[config.mk]
export PLATFORM = sky130hd
export DESIGN_NAME = multi_key_ctl
export DESIGN_NICKNAME = d
export VERILOG_FILES = /design/src/rtl/key_ctl_pkg.sv /design/src/rtl/key_ch.sv /design/src/rtl/multi_key_ctl.sv
export SDC_FILE = /design/constraint.sdc
export NUM_CORES = 1
export LEC_CHECK = 0
export CAP_MARGIN = 5
export CORE_MARGIN = 2
export CORE_UTILIZATION = 48
export DETAILED_ROUTE_END_ITERATION = 7
export GPL_TIMING_DRIVEN = 0
export PLACE_DENSITY = 0.66
export SLEW_MARGIN = 20
export SYNTH_ARGS = -nofsm -noshare
export SYNTH_HDL_FRONTEND = slang
export SYNTH_HIERARCHICAL = 1
export SYNTH_SLANG_ARGS = --single-unit
[constraint.sdc]
create_clock -name clk -period 2.5 [get_ports clk]
set_clock_uncertainty 0.2 [all_clocks]
set_input_delay 0.375 -clock clk [delete_from_list [all_inputs] [get_ports clk]]
set_output_delay 0.375 -clock clk [all_outputs]
set_load 0.02 [all_outputs]
[src/rtl/key_ctl_pkg.sv]
// rtl/key_ctl_pkg.sv - classifier state type and width/polarity helpers for multi_key_ctl
package key_ctl_pkg;

  typedef enum logic [1:0] {
    IDLE      = 2'd0,
    PRESSED   = 2'd1,
    LONG_HELD = 2'd2
  } cls_state_e;

  // Raw pin level of an untouched key: high for active-low wiring
  function automatic logic released_raw(input int active_low);
    return (active_low != 0);
  endfunction

  function automatic int cnt_w(input int limit);
    return $clog2(limit) + 1;
  endfunction

endpackage

[src/rtl/key_ch.sv]
// rtl/key_ch.sv - one key channel: sync, debounce, short/long classifier, mode counter
// Optional KEY_CTL_AUTOREPEAT_EN: long press increments and auto-repeats instead of clearing.
module key_ch
  import key_ctl_pkg::*;
#(
  parameter int CNT_WIDTH      = 2,
  parameter int CNT_MAX        = 2,
  parameter int DEB_CYCLES     = 20'h7_ffff,
  parameter int LONG_CYCLES    = 50_000_000,
  parameter int REPEAT_CYCLES  = 10_000_000,
  parameter int KEY_ACTIVE_LOW = 1
) (
  input  logic                 clk,
  input  logic                 rst_n,
  input  logic                 key,
  output logic                 key_level,
  output logic                 short_pulse,
  output logic                 long_pulse,
  output logic [CNT_WIDTH-1:0] ctrl
);

  localparam int DW = cnt_w(DEB_CYCLES);
  localparam int HW = cnt_w(LONG_CYCLES);
  localparam logic                 RAW_REL   = released_raw(KEY_ACTIVE_LOW);
  localparam logic [DW-1:0]        DEB_LAST  = DW'(DEB_CYCLES - 1);
  localparam logic [HW-1:0]        HOLD_LAST = HW'(LONG_CYCLES - 1);
  localparam logic [CNT_WIDTH-1:0] CNT_LAST  = CNT_WIDTH'(CNT_MAX);

  logic          sync0, sync1, lvl, stable;
  logic [DW-1:0] deb_cnt;
  logic          toggle, rise_evt, fall_evt;

  cls_state_e    state, state_nxt;
  logic [HW-1:0] hold_cnt, hold_nxt;
  logic          short_nxt, long_nxt;
  logic [CNT_WIDTH-1:0] cnt_inc;

  assign lvl       = sync1 ^ RAW_REL;
  assign toggle    = (lvl != stable) && (deb_cnt == DEB_LAST);
  assign rise_evt  = toggle && !stable;
  assign fall_evt  = toggle && stable;
  assign key_level = stable;
  assign cnt_inc   = (ctrl == CNT_LAST) ? '0 : ctrl + 1'b1;

  always_ff @(posedge clk or negedge rst_n) begin
    if (!rst_n) begin
      sync0   <= RAW_REL;
      sync1   <= RAW_REL;
      stable  <= 1'b0;
      deb_cnt <= '0;
    end else begin
      sync0 <= key;
      sync1 <= sync0;
      if (lvl == stable) begin
        deb_cnt <= '0;
      end else if (deb_cnt == DEB_LAST) begin
        stable  <= ~stable;
        deb_cnt <= '0;
      end else begin
        deb_cnt <= deb_cnt + 1'b1;
      end
    end
  end

`ifdef KEY_CTL_AUTOREPEAT_EN
  localparam int RW = cnt_w(REPEAT_CYCLES);
  localparam logic [RW-1:0] REP_LAST = RW'(REPEAT_CYCLES - 1);
  logic [RW-1:0] rep_cnt, rep_nxt;

  always_ff @(posedge clk or negedge rst_n) begin
    if (!rst_n) rep_cnt <= '0;
    else        rep_cnt <= rep_nxt;
  end
`endif

  // Classifier consumes the debounce toggle directly so pulses line up with key_level edges
  always_comb begin
    state_nxt = state;
    hold_nxt  = hold_cnt;
    short_nxt = 1'b0;
    long_nxt  = 1'b0;
`ifdef KEY_CTL_AUTOREPEAT_EN
    rep_nxt   = rep_cnt;
`endif
    case (state)
      IDLE: begin
        if (rise_evt) begin
          state_nxt = PRESSED;
          hold_nxt  = '0;
        end
      end
      PRESSED: begin
        if (fall_evt) begin
          state_nxt = IDLE;
          short_nxt = 1'b1;
        end else if (hold_cnt == HOLD_LAST) begin
          state_nxt = LONG_HELD;
          long_nxt  = 1'b1;
`ifdef KEY_CTL_AUTOREPEAT_EN
          rep_nxt   = '0;
`endif
        end else begin
          hold_nxt = hold_cnt + 1'b1;
        end
      end
      LONG_HELD: begin
        if (fall_evt) begin
          state_nxt = IDLE;
`ifdef KEY_CTL_AUTOREPEAT_EN
        end else if (rep_cnt == REP_LAST) begin
          long_nxt = 1'b1;
          rep_nxt  = '0;
        end else begin
          rep_nxt = rep_cnt + 1'b1;
`endif
        end
      end
      default: state_nxt = IDLE;
    endcase
  end

  always_ff @(posedge clk or negedge rst_n) begin
    if (!rst_n) begin
      state       <= IDLE;
      hold_cnt    <= '0;
      short_pulse <= 1'b0;
      long_pulse  <= 1'b0;
    end else begin
      state       <= state_nxt;
      hold_cnt    <= hold_nxt;
      short_pulse <= short_nxt;
      long_pulse  <= long_nxt;
    end
  end

  always_ff @(posedge clk or negedge rst_n) begin
    if (!rst_n) begin
      ctrl <= '0;
`ifdef KEY_CTL_AUTOREPEAT_EN
    end else if (short_pulse || long_pulse) begin
      ctrl <= cnt_inc;
`else
    end else if (short_pulse) begin
      ctrl <= cnt_inc;
    end else if (long_pulse) begin
      ctrl <= '0;
`endif
    end
  end

endmodule

[src/rtl/multi_key_ctl.sv]
// rtl/multi_key_ctl.sv - N-channel user-key controller with packed mode counters
// Optional KEY_CTL_AUTOREPEAT_EN: long press increments and auto-repeats instead of clearing.
module multi_key_ctl
  import key_ctl_pkg::*;
#(
  parameter int N_KEYS         = 4,
  parameter int CNT_WIDTH      = 2,
  parameter int CNT_MAX        = 2,
  parameter int DEB_CYCLES     = 20'h7_ffff,
  parameter int LONG_CYCLES    = 50_000_000,
  parameter int REPEAT_CYCLES  = 10_000_000,
  parameter int KEY_ACTIVE_LOW = 1
) (
  input  logic                          clk,
  input  logic                          rst_n,
  input  logic [N_KEYS-1:0]             key,
  output logic [N_KEYS-1:0]             key_level,
  output logic [N_KEYS-1:0]             short_pulse,
  output logic [N_KEYS-1:0]             long_pulse,
  output logic [N_KEYS*CNT_WIDTH-1:0]   ctrl
);

  for (genvar i = 0; i < N_KEYS; i++) begin : g_ch
    key_ch #(
      .CNT_WIDTH      (CNT_WIDTH),
      .CNT_MAX        (CNT_MAX),
      .DEB_CYCLES     (DEB_CYCLES),
      .LONG_CYCLES    (LONG_CYCLES),
      .REPEAT_CYCLES  (REPEAT_CYCLES),
      .KEY_ACTIVE_LOW (KEY_ACTIVE_LOW)
    ) u_ch (
      .clk         (clk),
      .rst_n       (rst_n),
      .key         (key[i]),
      .key_level   (key_level[i]),
      .short_pulse (short_pulse[i]),
      .long_pulse  (long_pulse[i]),
      .ctrl        (ctrl[i*CNT_WIDTH +: CNT_WIDTH])
    );
  end

endmodule

Word level (Yosys, flattened, before mapping)
Index checks and enable logic that the tools add are counted.

$add $sub $neg: 12. Muxes and demuxes: 76. Bitwise operators: 12. Reduce and logical (&&, ||, !) cells: 40. Eq/ne operators: 48.

Operators with widths (number): $mux W27 (12); $pmux W27 S2 (4); $mux W20 (8); $add A27 B1 Y27 const B (4); $eq A27 B26 Y1 const B (4); $add A20 B1 Y20 const B (4); $eq A20 B19 Y1 const B (4); $mux W2 (28); $pmux W2 S3 (4); $mux W1 (20); $eq A2 B2 Y1 const B (8); $ne A2 B1 Y1 const B (8); $ne A2 B2 Y1 const B (8); $reduce_and A4 Y1 (4); $reduce_bool A2 Y1 (8); $logic_and A1 B1 Y1 (12); $ne A3 B1 Y1 const B (4); $not A1 Y1 (12); $reduce_and A3 Y1 (4); $add A2 B1 Y2 const B (4); $eq A2 B1 Y1 const B (4); $logic_not A2 Y1 (4); $reduce_and A2 Y1 (4); $eq A1 B1 Y1 (4); other kinds (2) (8).

Flip-flop bits (word level): 224.

Logic depth before layout (Yosys ltp)
Depth in word-level cells: 6. Gate-level depth with buffers: 10. Mapped depth without buffers: 9.

Hierarchy
Netlist, hierarchy kept.

By module, submodules not included: key_ch (g_ch[0].u_ch ...) (instances 2, cells an instance 282, area an instance 2805.2 um^2); key_ch (g_ch[3].u_ch) (instances 1, cells an instance 311, area an instance 3079.2 um^2); key_ch (g_ch[1].u_ch) (instances 1, cells an instance 286, area an instance 2881.5 um^2).

Least setup slack after synthesis
No wires, ideal clock.

Path type: register to register. Start: register g_ch[1].u_ch.deb_cnt[9]. End: register g_ch[1].u_ch.hold_cnt[15]. Path buffers: 3. Slack: 346 ps. Cell stages (with the launch flop): 10. Data arrival time: 1822 ps. Library setup time: 132 ps. Cells stage by stage: dfrtp_1 -> and4_4 -> and4_4 -> buf_6 -> a41o_1 -> buf_6 -> buf_12 -> nor4_2 -> xnor2_1 -> nor2_1.

Word-level cells in the longest chain between the ends: 5. Elaborated cells between the ends (all ways): 7. Classes of those cells: 3 x eq/ne; 4 x reduce/logical.

RTL lines: start: declaration (RTL line key_ch.sv:30) `logic [DW-1:0] deb_cnt;`; start signal: assignment (RTL line key_ch.sv:60) `deb_cnt <= deb_cnt + 1'b1;`; $eq A20 B19 Y1 (*) (RTL line key_ch.sv:39) `assign toggle = (lvl != stable) && (deb_cnt == DEB_LAST);`; $logic_and A1 B1 Y1 (*) (RTL line key_ch.sv:39); $logic_and A1 B1 Y1, on equally long branches (RTL line key_ch.sv:41, key_ch.sv:40); $ne A2 B2 Y1 (no line) / $ne A2 B1 Y1 (equally long branches); $reduce_and A4 Y1 (no line) (*); end signal: assignment (RTL line key_ch.sv:130) `hold_cnt <= hold_nxt;`; end: declaration (RTL line key_ch.sv:34) `logic [HW-1:0] hold_cnt, hold_nxt;`.

Mark *: on every way between the ends. The rest lies on a longest branch, timed or not. A chain may end at the register's enable or synchronous reset.

Worst setup path in the final report
Start: register g_ch[0].u_ch.hold_cnt[8]. End: register g_ch[0].u_ch.hold_cnt[16].

Word-level cells in the longest chain between the ends: 4. Elaborated cells between the ends (all ways): 7. Classes of those cells: 1 x add/sub; 2 x eq/ne; 3 x mux; 1 x reduce/logical.

RTL lines: start: declaration (RTL line key_ch.sv:34); start signal: assignment (RTL line key_ch.sv:130); $add A27 B1 Y27 (RTL line key_ch.sv:103) `hold_nxt = hold_cnt + 1'b1;`; $mux W27 (RTL line key_ch.sv:96) `end else if (hold_cnt == HOLD_LAST) begin`; $mux W27 (RTL line key_ch.sv:93) `if (fall_evt) begin`; $pmux W27 S2 (RTL line key_ch.sv:85) `case (state)`.

Parallel ways exist; a longest one is shown, timed or not. The select of a mux whose other input is x is not followed.

==> results by group <==
Cells and area
  – Share of layout cells above drive strength 1: 0.129
  – Final core utilization: 0.573
  – Synth-to-Final Area Change: 16.6%
  – Commonest non-fill, non-tap cell in the layout: dfrtp_1
  – Antenna diodes: 0
  – Fin nets: 1,249
  – Layout Cells excl Fill: 1,569
  – Most frequent cells in the layout: dfrtp_1 (215), nor2_1 (148), nand2_1 (100)

STA
  – Worst slew pin tran: 793 ps
  – Post-layout minimum cycle time: 2430 ps
  – Final Cycle Share: 0.973
  – Final Hold Fails: 0
  – Max-slew violations: 0
  – Unrepaired setup endpoints after global routing: true
  – Slew headroom: 0.472
  – Fmax: 411 MHz
  – Final setup vio count: 0

Logic synthesis
  – Synth top area share: 0.467
  – Cell taking the most area after synthesis: dfrtp_1
  – Synth warn: 6
  – Synth top area cells: dfrtp_1 (47%), xor2_1 (5.3%), nor2_1 (4.8%)
  – Synth Cell Area: 11,600 sq um
  – Ys flop type: dfrtp_1
  – Syn Area/Cell: 9.97 sq um
  – Synth Instances: 1,161
  – Async SR Flop Fraction: 1.00
  – Synth Net Count: 1,179
  – Number of distinct library cells after synthesis: 70
  – Yosys reg bits: 224
  – Number of enable flip-flop cells after synthesis: 0
  – Seq/Total Area, Yosys: 0.485

Route
  – DR DRC count: 0
  – Drt initial violations: 542
  – Wire length per cell: 15.2 um
  – Vias per Instance: 5.67
  – Routed Wire Length: 23,900 um
  – Final ANT Viol Nets: 0
  – Via count: 8,894
  – Drt pass-1 iters: 5

Clock network
  – Cts bufs inserted: 26
  – Sink Count: 224
  – Root buffer cell: clkbuf_16
  – CTS tree: done
  – Max clock buf depth: 3
  – Depth of the CTS H-tree: 1
  – Clk_lat worst skew: 520 ps
  – Clock slew at reported path FFs: 60 ps

Critical path
  – Crit path kind: reg2reg
  – Crit path cell chain: or4b_4 -> nor4_4 -> nand4b_4 -> nand3_4 -> buf_4 -> a211oi_1 -> o22a_1
  – Worst path required time: 2710 ps
  – CP max FO: 6
  – Critical path's top delay family: simple AND/OR/NAND/NOR gates
  – Critical Path AT: 2640 ps
  – Max stage delay on crit path: 560 ps
  – Crit path capture type: register
  – Slowest-stage cell, CP: or4b_4
  – Worst Path Buf+Inv: 1
  – Crit path launch type: register

Floorplan
  – # rows: 56
  – Die Wd: 159 um
  – Initial Util: 0.491
  – Core Region: 23,500 sq um
  – Die area: 25,400 sq um
  – IO Count: 26
  – DIE HEIGHT: 159 um

Placement
  – HPWL Detailed: 15,700 um
  – Placer Congestion: 0.829
  – I/O Buffers: 25
  – Placed Instances: 1,507

Flow run
  – Max Cap Violations: 0

Power
  – P per Cell Area: 583 nW/um^2
  – Maximum VDD drop: 506 uV
  – Pleak: 5.67 nW

GRT
  – Pin count of the biggest net entering global routing: 97
  – GRT Util Overall: 0.190
  – Vias in the first global route: 8,563
  – First-pass GRT wire length: 41,500 um
  – Initial antenna violation count: 0
  – Grt ovf: 0

Worst hold path
  – Worst hold-check path type: in2reg

Status
  – Status: finished, final reports clean
final timing paths:
kind | start | endpoint | slack (ps) | cells after the start
setup / recovery | g_ch[0].u_ch/hold_cnt[8] | g_ch[0].u_ch/hold_cnt[16] | 70 | 7
max in group asynchronous | rst_n | g_ch[3].u_ch/sync0 | 1190 | 3
setup reg to reg | g_ch[0].u_ch/hold_cnt[8] | g_ch[0].u_ch/hold_cnt[16] | 70 | 7
hold / removal | key[0] | g_ch[0].u_ch/sync0 | 60 | 1
min in group asynchronous | rst_n | g_ch[2].u_ch/ctrl[0] | 110 | 2
hold reg to reg | g_ch[0].u_ch/sync0 | g_ch[0].u_ch/sync1 | 150 | 0
Yosys cell counts (all sizes together), types with 11 or more instances:
| cell | instances |
|---|---|
| clkbuf | 17 |
| inv | 14 |
| xor2 | 70 |
| nand4 | 66 |
| o31ai | 17 |
| nor2 | 152 |
| buf | 30 |
| xnor2 | 41 |
| ha | 12 |
| o21ai | 40 |
| dfrtp | 216 |
| nor3 | 25 |
| or4 | 16 |
| and2 | 11 |
| and3 | 24 |
| nor2b | 12 |
| or3 | 19 |
| nor4 | 26 |
| nand3 | 73 |
| nand2 | 100 |
| and4 | 25 |
| a21oi | 41 |
report_power, final:
part / total (W) / internal [W] / switching [W]
Clock: 0.00403 / 0.00255 / 0.00148
Sequential: 0.00368 / 0.00365 / 0.0000241
Combinational: 0.000150 / 0.0000403 / 0.000109
final cells by class:
cell class | instances | area, sq um
clock inverters | 10 | 153
fillers | 2084 | 10000
clock buffers | 37 | 773
multi-input cells | 876 | 5780
inverters | 14 | 52.6
repair buffers | 46 | 455
well taps | 319 | 399
flip-flops and latches | 224 | 5620
plain buffers | 43 | 269
per-stage QoR:
stage	hold WS [ps]	cell area [sq um]	total power, W	worst slack, ps	setup TNS (ps)
after CTS	37.0	13200	0.00799	17.0	0
after global routing	45.0	13500	0.00816	-38.0	-92.0
after detailed placement	72.9	12300	0.00390	-141	-1390
after global placement	146	12200	0.00389	-8840	-1954320
after floorplan	-121	11600	0.00379	346	0
final	59.6	13500	0.00786	66.6	0
state kept, by name, indices dropped and copies added (netlist names):
signal                 cells
g_ch.u_ch/ctrl             8
g_ch.u_ch/state            8
g_ch.u_ch/sync1            4
g_ch.u_ch/short_pulse      4
g_ch.u_ch/hold_cnt       108
g_ch.u_ch/sync0            4
g_ch.u_ch/long_pulse       4
g_ch.u_ch/deb_cnt         80
g_ch.u_ch/key_level        4
cell families after synthesis:
group	after synthesis	share of synthesized area
compound gates	151	0.0921
xor+xnor	111	0.0840
fa+ha+maj	12	0.0130
buf+inv	61	0.0267
flops	224	0.485
mux	12	0.0108
simple gates	590	0.288
what timing repair did:
action / in CTS / in global routing
hold buffers: 1 / 0
endpoints found under the setup margin: 22 / 92
pin swaps: 0 / 6
gates resized for setup: 3 / 35
buffers inserted: 0 / 18
hold endpoints to repair: 216 / 0
metal layers:
metal  track usage  wire length, um
met3        0.0281              890
met5             0                0
met4        0.0426              367
met2         0.310            11300
met1         0.270            11400
(Power assumes the default switching activity.)
